`src/rtl/niosii_ram_master_pkg.sv`:
```
// niosii_ram_master shared definitions.
// RAM geometry, FSM states and bus constants.
package niosii_ram_master_pkg;

   localparam int DEPTH      = 6400;
   localparam int ADDR_W     = 13;
   localparam int FIFO_DEPTH = 3;

   localparam logic [3:0] BE_ALL = 4'hF;

   typedef enum logic [1:0] {
      IDLE,
      WRITE,
      READ,
      DRAIN
   } state_t;

endpackage

```
`src/rtl/niosii_ram_master_if.sv`:
```
// Command, stream and Avalon-MM signal bundle.
// master = block mover side, slave = fabric/RAM side.
interface niosii_ram_master_if;
   import niosii_ram_master_pkg::*;

   logic              cmd_valid;
   logic              cmd_ready;
   logic              cmd_write;
   logic [ADDR_W-1:0] cmd_addr;
   logic [ADDR_W:0]   cmd_len;

   logic [31:0]       wr_data;
   logic              wr_valid;
   logic              wr_ready;

   logic [31:0]       rd_data;
   logic              rd_valid;
   logic              rd_ready;

   logic              busy;
   logic              done;
   logic              err;

   logic [ADDR_W-1:0] m_address;
   logic [3:0]        m_byteenable;
   logic              m_chipselect;
   logic              m_write;
   logic [31:0]       m_writedata;
   logic              m_clken;
   logic [31:0]       m_readdata;

   modport master (
      input  cmd_valid, cmd_write, cmd_addr, cmd_len,
      input  wr_data, wr_valid, rd_ready, m_readdata,
      output cmd_ready, wr_ready, rd_data, rd_valid,
      output busy, done, err,
      output m_address, m_byteenable, m_chipselect,
      output m_write, m_writedata, m_clken
   );

   modport slave (
      output cmd_valid, cmd_write, cmd_addr, cmd_len,
      output wr_data, wr_valid, rd_ready, m_readdata,
      input  cmd_ready, wr_ready, rd_data, rd_valid,
      input  busy, done, err,
      input  m_address, m_byteenable, m_chipselect,
      input  m_write, m_writedata, m_clken
   );

endinterface

```
`src/rtl/niosii_ram_master_fifo.sv`:
```
// Read-return buffer: small circular FIFO with count.
// Push and pop may coincide; reset flushes all entries.
module niosii_ram_master_fifo #(
   parameter int P_DEPTH = 3,
   parameter int P_WIDTH = 32,
   parameter int P_CNT_W = $clog2(P_DEPTH + 1)
) (
   input  logic               i_clk,
   input  logic               i_flush,
   input  logic               i_push,
   input  logic [P_WIDTH-1:0] i_data,
   input  logic               i_pop,
   output logic [P_WIDTH-1:0] o_data,
   output logic [P_CNT_W-1:0] o_count,
   output logic               o_empty
);

   localparam int PTR_W = (P_DEPTH > 1) ? $clog2(P_DEPTH) : 1;

   logic [P_WIDTH-1:0] r_mem [P_DEPTH];
   logic [PTR_W-1:0]   r_wptr;
   logic [PTR_W-1:0]   r_rptr;
   logic [P_CNT_W-1:0] r_count;

   function automatic logic [PTR_W-1:0] f_inc(
      input logic [PTR_W-1:0] p
   );
      if (p == PTR_W'(P_DEPTH - 1))
         return '0;
      return p + PTR_W'(1);
   endfunction

   // entry storage, no reset needed
   always_ff @(posedge i_clk) begin
      if (i_push)
         r_mem[r_wptr] <= i_data;
   end

   // pointers and occupancy
   always_ff @(posedge i_clk) begin
      if (i_flush) begin
         r_wptr  <= '0;
         r_rptr  <= '0;
         r_count <= '0;
      end else begin
         if (i_push)
            r_wptr <= f_inc(r_wptr);
         if (i_pop)
            r_rptr <= f_inc(r_rptr);
         if (i_push && !i_pop)
            r_count <= r_count + P_CNT_W'(1);
         else if (!i_push && i_pop)
            r_count <= r_count - P_CNT_W'(1);
      end
   end

   assign o_data  = r_mem[r_rptr];
   assign o_count = r_count;
   assign o_empty = (r_count == '0);

endmodule

```
`src/rtl/niosii_ram_master.sv`:
```
// Block mover between streams and the on-chip RAM.
// Range-checks commands, then streams words in or out.
module niosii_ram_master
   import niosii_ram_master_pkg::*;
#(
   parameter int P_DEPTH      = DEPTH,
   parameter int P_FIFO_DEPTH = FIFO_DEPTH
) (
   input  logic                i_clk,
   input  logic                i_reset,
   niosii_ram_master_if.master bus
);

   localparam int CNT_W = $clog2(P_FIFO_DEPTH + 1);
   localparam logic [ADDR_W:0] END_MAX =
      (ADDR_W + 1)'(P_DEPTH);

   state_t            r_state;
   state_t            w_state_nxt;
   logic [ADDR_W-1:0] r_addr;
   logic [ADDR_W-1:0] w_addr_nxt;
   logic [ADDR_W:0]   r_rem;
   logic [ADDR_W:0]   w_rem_nxt;
   logic              r_inflight;
   logic              r_done;
   logic              r_err;
   logic              w_done_nxt;
   logic              w_err_nxt;

   logic [ADDR_W:0]   w_end;
   logic              w_cmd_hs;
   logic              w_wr_hs;
   logic              w_issue;
   logic              w_pop;
   logic              w_last;
   logic [CNT_W:0]    w_occ;
   logic [CNT_W-1:0]  w_count;
   logic              w_empty;
   logic [31:0]       w_head;

   assign w_end    = {1'b0, bus.cmd_addr} + bus.cmd_len;
   assign w_cmd_hs = bus.cmd_valid && (r_state == IDLE);
   assign w_wr_hs  = bus.wr_valid && (r_state == WRITE);
   assign w_occ    = (CNT_W + 1)'(w_count)
                   + (CNT_W + 1)'(r_inflight);
   assign w_issue  = (r_state == READ)
                   && (w_occ < (CNT_W + 1)'(P_FIFO_DEPTH));
   assign w_pop    = !w_empty && bus.rd_ready;
   assign w_last   = (r_rem == (ADDR_W + 1)'(1));

   // next state, counters and completion pulses
   always_comb begin
      w_state_nxt = r_state;
      w_addr_nxt  = r_addr;
      w_rem_nxt   = r_rem;
      w_done_nxt  = 1'b0;
      w_err_nxt   = 1'b0;
      unique case (r_state)
         IDLE: begin
            if (w_cmd_hs) begin
               if (w_end > END_MAX) begin
                  w_done_nxt = 1'b1;
                  w_err_nxt  = 1'b1;
               end else if (bus.cmd_len == '0) begin
                  w_done_nxt = 1'b1;
               end else begin
                  w_addr_nxt  = bus.cmd_addr;
                  w_rem_nxt   = bus.cmd_len;
                  w_state_nxt = bus.cmd_write ? WRITE : READ;
               end
            end
         end
         WRITE: begin
            if (w_wr_hs) begin
               w_addr_nxt = r_addr + ADDR_W'(1);
               w_rem_nxt  = r_rem - (ADDR_W + 1)'(1);
               if (w_last) begin
                  w_state_nxt = IDLE;
                  w_done_nxt  = 1'b1;
               end
            end
         end
         READ: begin
            if (w_issue) begin
               w_addr_nxt = r_addr + ADDR_W'(1);
               w_rem_nxt  = r_rem - (ADDR_W + 1)'(1);
               if (w_last)
                  w_state_nxt = DRAIN;
            end
         end
         DRAIN: begin
            if (!r_inflight && (w_empty ||
                (w_count == CNT_W'(1) && w_pop))) begin
               w_state_nxt = IDLE;
               w_done_nxt  = 1'b1;
            end
         end
         default: w_state_nxt = IDLE;
      endcase
   end

   // registered state; reset aborts any command silently
   always_ff @(posedge i_clk) begin
      if (i_reset) begin
         r_state    <= IDLE;
         r_addr     <= '0;
         r_rem      <= '0;
         r_inflight <= 1'b0;
         r_done     <= 1'b0;
         r_err      <= 1'b0;
      end else begin
         r_state    <= w_state_nxt;
         r_addr     <= w_addr_nxt;
         r_rem      <= w_rem_nxt;
         r_inflight <= w_issue;
         r_done     <= w_done_nxt;
         r_err      <= w_err_nxt;
      end
   end

   niosii_ram_master_fifo #(
      .P_DEPTH (P_FIFO_DEPTH),
      .P_WIDTH (32),
      .P_CNT_W (CNT_W)
   ) u_fifo (
      .i_clk   (i_clk),
      .i_flush (i_reset),
      .i_push  (r_inflight),
      .i_data  (bus.m_readdata),
      .i_pop   (w_pop),
      .o_data  (w_head),
      .o_count (w_count),
      .o_empty (w_empty)
   );

   assign bus.cmd_ready    = (r_state == IDLE);
   assign bus.wr_ready     = (r_state == WRITE);
   assign bus.rd_valid     = !w_empty;
   assign bus.rd_data      = w_head;
   assign bus.busy         = (r_state != IDLE);
   assign bus.done         = r_done;
   assign bus.err          = r_err;
   assign bus.m_address    = r_addr;
   assign bus.m_byteenable = BE_ALL;
   assign bus.m_chipselect = w_wr_hs || w_issue;
   assign bus.m_write      = w_wr_hs;
   assign bus.m_writedata  = bus.wr_data;
   assign bus.m_clken      = 1'b1;

endmodule

```
`src/flat_wrapper.sv`:
```
// flat-port wrapper written by rule: the top's interface ports become plain ports
module niosii_ram_master_flat import niosii_ram_master_pkg::*;
#(
   parameter int P_DEPTH      = DEPTH,
   parameter int P_FIFO_DEPTH = FIFO_DEPTH
)
  (i_clk, i_reset, bus_cmd_valid, bus_cmd_write, bus_cmd_addr, bus_cmd_len, bus_wr_data, bus_wr_valid, bus_rd_ready, bus_m_readdata, bus_cmd_ready, bus_wr_ready, bus_rd_data, bus_rd_valid, bus_busy, bus_done, bus_err, bus_m_address, bus_m_byteenable, bus_m_chipselect, bus_m_write, bus_m_writedata, bus_m_clken);
  niosii_ram_master_if bus_i ();
  input  logic i_clk;
  input  logic i_reset;
  input wire logic [$bits(bus_i.cmd_valid)-1:0] bus_cmd_valid;
  input wire logic [$bits(bus_i.cmd_write)-1:0] bus_cmd_write;
  input wire logic [$bits(bus_i.cmd_addr)-1:0] bus_cmd_addr;
  input wire logic [$bits(bus_i.cmd_len)-1:0] bus_cmd_len;
  input wire logic [$bits(bus_i.wr_data)-1:0] bus_wr_data;
  input wire logic [$bits(bus_i.wr_valid)-1:0] bus_wr_valid;
  input wire logic [$bits(bus_i.rd_ready)-1:0] bus_rd_ready;
  input wire logic [$bits(bus_i.m_readdata)-1:0] bus_m_readdata;
  output wire logic [$bits(bus_i.cmd_ready)-1:0] bus_cmd_ready;
  output wire logic [$bits(bus_i.wr_ready)-1:0] bus_wr_ready;
  output wire logic [$bits(bus_i.rd_data)-1:0] bus_rd_data;
  output wire logic [$bits(bus_i.rd_valid)-1:0] bus_rd_valid;
  output wire logic [$bits(bus_i.busy)-1:0] bus_busy;
  output wire logic [$bits(bus_i.done)-1:0] bus_done;
  output wire logic [$bits(bus_i.err)-1:0] bus_err;
  output wire logic [$bits(bus_i.m_address)-1:0] bus_m_address;
  output wire logic [$bits(bus_i.m_byteenable)-1:0] bus_m_byteenable;
  output wire logic [$bits(bus_i.m_chipselect)-1:0] bus_m_chipselect;
  output wire logic [$bits(bus_i.m_write)-1:0] bus_m_write;
  output wire logic [$bits(bus_i.m_writedata)-1:0] bus_m_writedata;
  output wire logic [$bits(bus_i.m_clken)-1:0] bus_m_clken;
  assign bus_i.cmd_valid = bus_cmd_valid;
  assign bus_i.cmd_write = bus_cmd_write;
  assign bus_i.cmd_addr = bus_cmd_addr;
  assign bus_i.cmd_len = bus_cmd_len;
  assign bus_i.wr_data = bus_wr_data;
  assign bus_i.wr_valid = bus_wr_valid;
  assign bus_i.rd_ready = bus_rd_ready;
  assign bus_i.m_readdata = bus_m_readdata;
  assign bus_cmd_ready = bus_i.cmd_ready;
  assign bus_wr_ready = bus_i.wr_ready;
  assign bus_rd_data = bus_i.rd_data;
  assign bus_rd_valid = bus_i.rd_valid;
  assign bus_busy = bus_i.busy;
  assign bus_done = bus_i.done;
  assign bus_err = bus_i.err;
  assign bus_m_address = bus_i.m_address;
  assign bus_m_byteenable = bus_i.m_byteenable;
  assign bus_m_chipselect = bus_i.m_chipselect;
  assign bus_m_write = bus_i.m_write;
  assign bus_m_writedata = bus_i.m_writedata;
  assign bus_m_clken = bus_i.m_clken;
  niosii_ram_master #(.P_DEPTH(P_DEPTH), .P_FIFO_DEPTH(P_FIFO_DEPTH)) u_core (.i_clk(i_clk), .i_reset(i_reset), .bus(bus_i));
endmodule
```
`config.mk`:
```
export PLATFORM = sky130hd
export DESIGN_NAME = niosii_ram_master_flat
export DESIGN_NICKNAME = d
export VERILOG_FILES = /design/src/rtl/niosii_ram_master_pkg.sv /design/src/rtl/niosii_ram_master_if.sv /design/src/rtl/niosii_ram_master_fifo.sv /design/src/rtl/niosii_ram_master.sv /design/src/flat_wrapper.sv
export SDC_FILE = /design/constraint.sdc
export NUM_CORES = 1
export LEC_CHECK = 0
export ABC_AREA = 0
export CAP_MARGIN = 20
export CELL_PAD_IN_SITES_DETAIL_PLACEMENT = 0
export CELL_PAD_IN_SITES_GLOBAL_PLACEMENT = 2
export CORE_ASPECT_RATIO = 0.8
export CORE_MARGIN = 3
export CORE_UTILIZATION = 30
export DETAILED_ROUTE_END_ITERATION = 8
export PLACE_DENSITY = 0.79
export SLEW_MARGIN = 20
export SYNTH_ARGS = -nofsm -noshare
export SYNTH_HDL_FRONTEND = slang
export SYNTH_SLANG_ARGS = --single-unit
export TNS_END_PERCENT = 30
```
`constraint.sdc`:
```
create_clock -name i_clk -period 3.77 [get_ports i_clk]
set_input_delay 0.377 -clock i_clk [delete_from_list [all_inputs] [get_ports i_clk]]
set_output_delay 0.377 -clock i_clk [all_outputs]
set_load 0.02 [all_outputs]
```
==> results by group <==
Timing
  – Fin crit share: 87.7%
  – Max-slew headroom: 32.7%
  – Final Critical Period: 3.31 ns
  – Max Clock Freq: between 0.3 and 0.4 GHz
  – RSZ-0062 raised after global routing: false
  – # setup viols final: 0
  – Setup tns final: 0 ns
  – Clock Skews: about 0.012 ns
  – Max-slew violations: 0
  – Worst-margin pin slew: 1.01 ns
  – Hold Fails Final Rpt: 0

CTS
  – Clk pin slew, worst setup/hold paths: approximately 0.070 ns
  – Post-CTS sizing: 0
  – H-tree depth: 4
  – CTS tree: built
  – Maximum root-to-sink buffer count: 2
  – Number of CTS-inserted buffers: 17
  – # Post-CTS Setup Buffers: 0
  – Clk root buf: clkbuf_16
  – Clock latency on the worst-skew pair: 0.42 ns
  – Cts hold-fix bufs: 0
  – Clock sink count: around 140

Die
  – Die height: between 100 and 150 um
  – Number of cell rows: 49
  – Core Area: between 0.02 and 0.025 mm2
  – I/O Pins: approximately 190
  – Die Width: 176 um
  – Die Area: 0.0250 mm2
  – Initial Util: 30.7%

Final layout
  – Final std cells w/o fill: 1060
  – Nets: 864
  – Fillers: 2164
  – Share of cells above drive strength 1: under 10%
  – Diodes inserted: 0
  – Area growth, synth to finish: 27.9%

Critical path
  – Kind of critical path: in -> reg
  – Setup crit end kind: register
  – Worst-path maximum fanout: 4
  – Worst EP arrival: 3.63 ns
  – Worst R2R Start: u_core.r_inflight
  – Worst path required time: 4.09 ns
  – CP max stage delay: 0.50 ns
  – Critical Path Start Type: input pin
  – Top delay family on crit path: compound AO/OA/AOI/OAI gates
  – Most used cell along the critical path: a21oi_1
  – CP Buf/Inv Count: 2
  – Critical-path cell list: clkdlybuf4s50_1 -> ha_1 -> inv_1 -> fa_1 -> xnor2_1 -> nor4b_2 -> o31ai_1 -> a221o_1 -> o41ai_2 -> a21oi_1 -> o31ai_4 -> a21oi_1 -> a311oi_1
  – Setup crit start: bus_cmd_addr[0]
  – Slowest-stage cell, CP: clkdlybuf4s50_1

Logic synthesis
  – Yosys reg bits: ~140
  – Synth unique cells: 64
  – Synth async-reset ratio: 0%
  – Synthesized instance count: 651
  – Post-synth EDFFs: 96
  – Synth Flop Type: edfxtp_1
  – Sequential share of the synthesized area: between 50% and 60%
  – Mean area per synthesized cell: 10.7 um2
  – Yosys warns: 0
  – Mapped cell area: 0.00695 mm2

GRT
  – Number of global-route vias before repair: about 5200
  – Antenna violations before repair: 0
  – Pin count of the biggest net entering global routing: 46
  – First-pass GRT wire length: 27700 um
  – Grt ovf: 0
  – Total track usage: 14.0%

Power
  – Pwr/cell area: 650 mW/mm2
  – Leakage: around 3.0 nW
  – Maximum resistive drop on vdd: around 0.26 mV

Placement
  – Port bufs: about 120
  – Inst Count DP: 1028
  – GP Congestion: 0.880
  – Dpl hpwl: 12700 um

Detailed routing
  – Post-Route WL: about 18000 um
  – DRC: 0
  – Via-to-Cell Ratio: 4.90
  – Initial DRC count: 267
  – Routed Antenna Nets: 0
  – Routed WL per cell: 16.6 um
  – First drt pass iteration count: 4
  – Routed via count: 5195

Worst hold path
  – Worst hold path type: reg -> reg
  – Hold Path Origin: u_core.r_rem[12]

Run
  – Total of max-cap violations: 0

Run status
  – Status: complete, no violations
## cell families after synthesis
logic type	count (synthesis)	synth area share (%)
buffers and inverters	89	7.02
other	1	0.0540
XOR/XNOR	9	1.13
adder cells (fa/ha/maj)	26	4.79
flip-flops	136	53.0
AND/OR/NAND/NOR	185	13.3
multiplexers	35	5.08
AO/OA/AOI/OAI	170	15.6
## metal layers
layer  up-vias  global-route usage, %  share of wire, %
met4         0                   4.75               2.1
met5         -                      0                 0
met2       114                   22.3                47
met1      2506                   18.7                47
met3        28                   3.79               4.6
li1       2547                      -                 -
## stage by stage
| stage | instance area [um2] | utilization, % | total power [mW] | worst slack [ns] | hold WS, ns |
|---|---|---|---|---|---|
| floorplan | 6960 | - | 3.31 | 0.386 | 0.450 |
| finish | 8890 | 39.3 | 5.78 | 0.462 | 0.481 |
| detailed placement | 8270 | 36.6 | 4.07 | 0.0653 | 0.472 |
| global placement | 8270 | 36.6 | 4.01 | 0.179 | 0.458 |
| global route | 8890 | 39.3 | 6.11 | 0.317 | 0.509 |
| CTS | 8890 | 39.3 | 5.84 | 0.485 | 0.487 |
## final timing paths
check | endpoint | slack, ns | cells after the start
setup / recovery | u_core.r_state[0] | 0.46 | 13
hold / removal | u_core.r_rem[12] | 0.48 | 2
setup reg to reg | u_core.r_rem[3] | 1.28 | 9
hold reg to reg | u_core.r_rem[12] | 0.48 | 2
## flip-flops by register name, indices dropped and copies added (netlist names), named ones only
| name | cells |
|---|---|
| u_core.u_fifo.r_mem | 96 |
| u_core.r_rem | 14 |
| u_core.bus.m_address | 13 |
| u_core.r_state | 2 |
| u_core.u_fifo.o_count | 2 |
| u_core.u_fifo.r_rptr | 2 |
| u_core.u_fifo.r_wptr | 2 |
| u_core.bus.done | 1 |
| u_core.bus.err | 1 |
| u_core.r_inflight | 1 |
## cells in the final DEF, fill, tap and decap left out, types with 3 or more instances in the layout
cell / Yosys / routed
a211oi_1: 3 / 3
a21o_1: 8 / 8
a21oi_1: 59 / 59
and2_1: 5 / 5
and3_1: 9 / 9
buf_4: 38 / 15
clkbuf_16: 0 / 17
clkdlybuf4s50_1: 0 / 117
conb_1: 1 / 5
dfxtp_1: 40 / 38
edfxtp_1: 96 / 96
ha_1: 25 / 25
inv_1: 22 / 22
inv_6: 0 / 4
inv_8: 0 / 6
mux2i_1: 33 / 33
nand2_1: 59 / 59
nand2b_1: 20 / 20
nand3_1: 9 / 9
nor2_1: 31 / 30
nor2b_1: 3 / 3
nor3_1: 23 / 22
nor3b_1: 5 / 4
nor4_1: 6 / 6
o211ai_1: 3 / 3
o21a_1: 3 / 3
o21ai_0: 50 / 50
o31ai_1: 4 / 4
o32ai_1: 18 / 18
or2_2: 3 / 3
xnor2_1: 4 / 4
xor2_1: 5 / 5
## worst reg2reg max path, cell delays in order (launching register included)
cell     delay [ns]
dfxtp_1        0.45
ha_1           0.20
ha_1           0.23
a21o_1         0.19
a221o_1        0.35
nor2_1         0.30
a31oi_2        0.16
buf_12         0.20
o21ai_0        0.20
a21oi_1        0.09
## cell usage after synthesis, types with 4 or more instances
| library cell | count | area share [%] |
|---|---|---|
| a21oi_1 | 59 | 4.2 |
| and3_1 | 9 | 0.81 |
| o32ai_1 | 18 | 2.3 |
| mux2i_1 | 33 | 4.8 |
| clkbuf_1 | 21 | 1.1 |
| nor2_1 | 31 | 1.7 |
| nor4_1 | 6 | 0.54 |
| nand3_1 | 9 | 0.65 |
| inv_1 | 22 | 1.2 |
| ha_1 | 25 | 4.5 |
| nor3b_1 | 5 | 0.54 |
| edfxtp_1 | 96 | 41 |
| a21o_1 | 8 | 0.86 |
| o21ai_0 | 50 | 3.6 |
| nand2_1 | 59 | 3.2 |
| nand2b_1 | 20 | 1.8 |
| nor3_1 | 23 | 1.7 |
| and2_1 | 5 | 0.45 |
| dfxtp_1 | 40 | 12 |
| buf_4 | 38 | 4.1 |
| o31ai_1 | 4 | 0.43 |
| xor2_1 | 5 | 0.63 |
| xnor2_1 | 4 | 0.50 |
## final cells by class
class	count	area [um2]	share of cell area [%]
Clock buffer	17	425	4.79
Clock inverter	15	195	2.20
Sequential cell	136	3690	41.5
Inverter	23	86.3	0.971
Tap cell	306	383	4.31
Timing Repair Buffer	133	1300	14.7
Multi-Input combinational cell	430	2810	31.6
## where the power goes
group	internal (mW)	leakage, nW	switching (mW)
Clock	1.02	0.303	0.731
Sequential	1.79	1.19	0.196
Combinational	0.890	1.55	1.15
Total	3.70	3.05	2.08
Power figures use the tool's default switching activity.
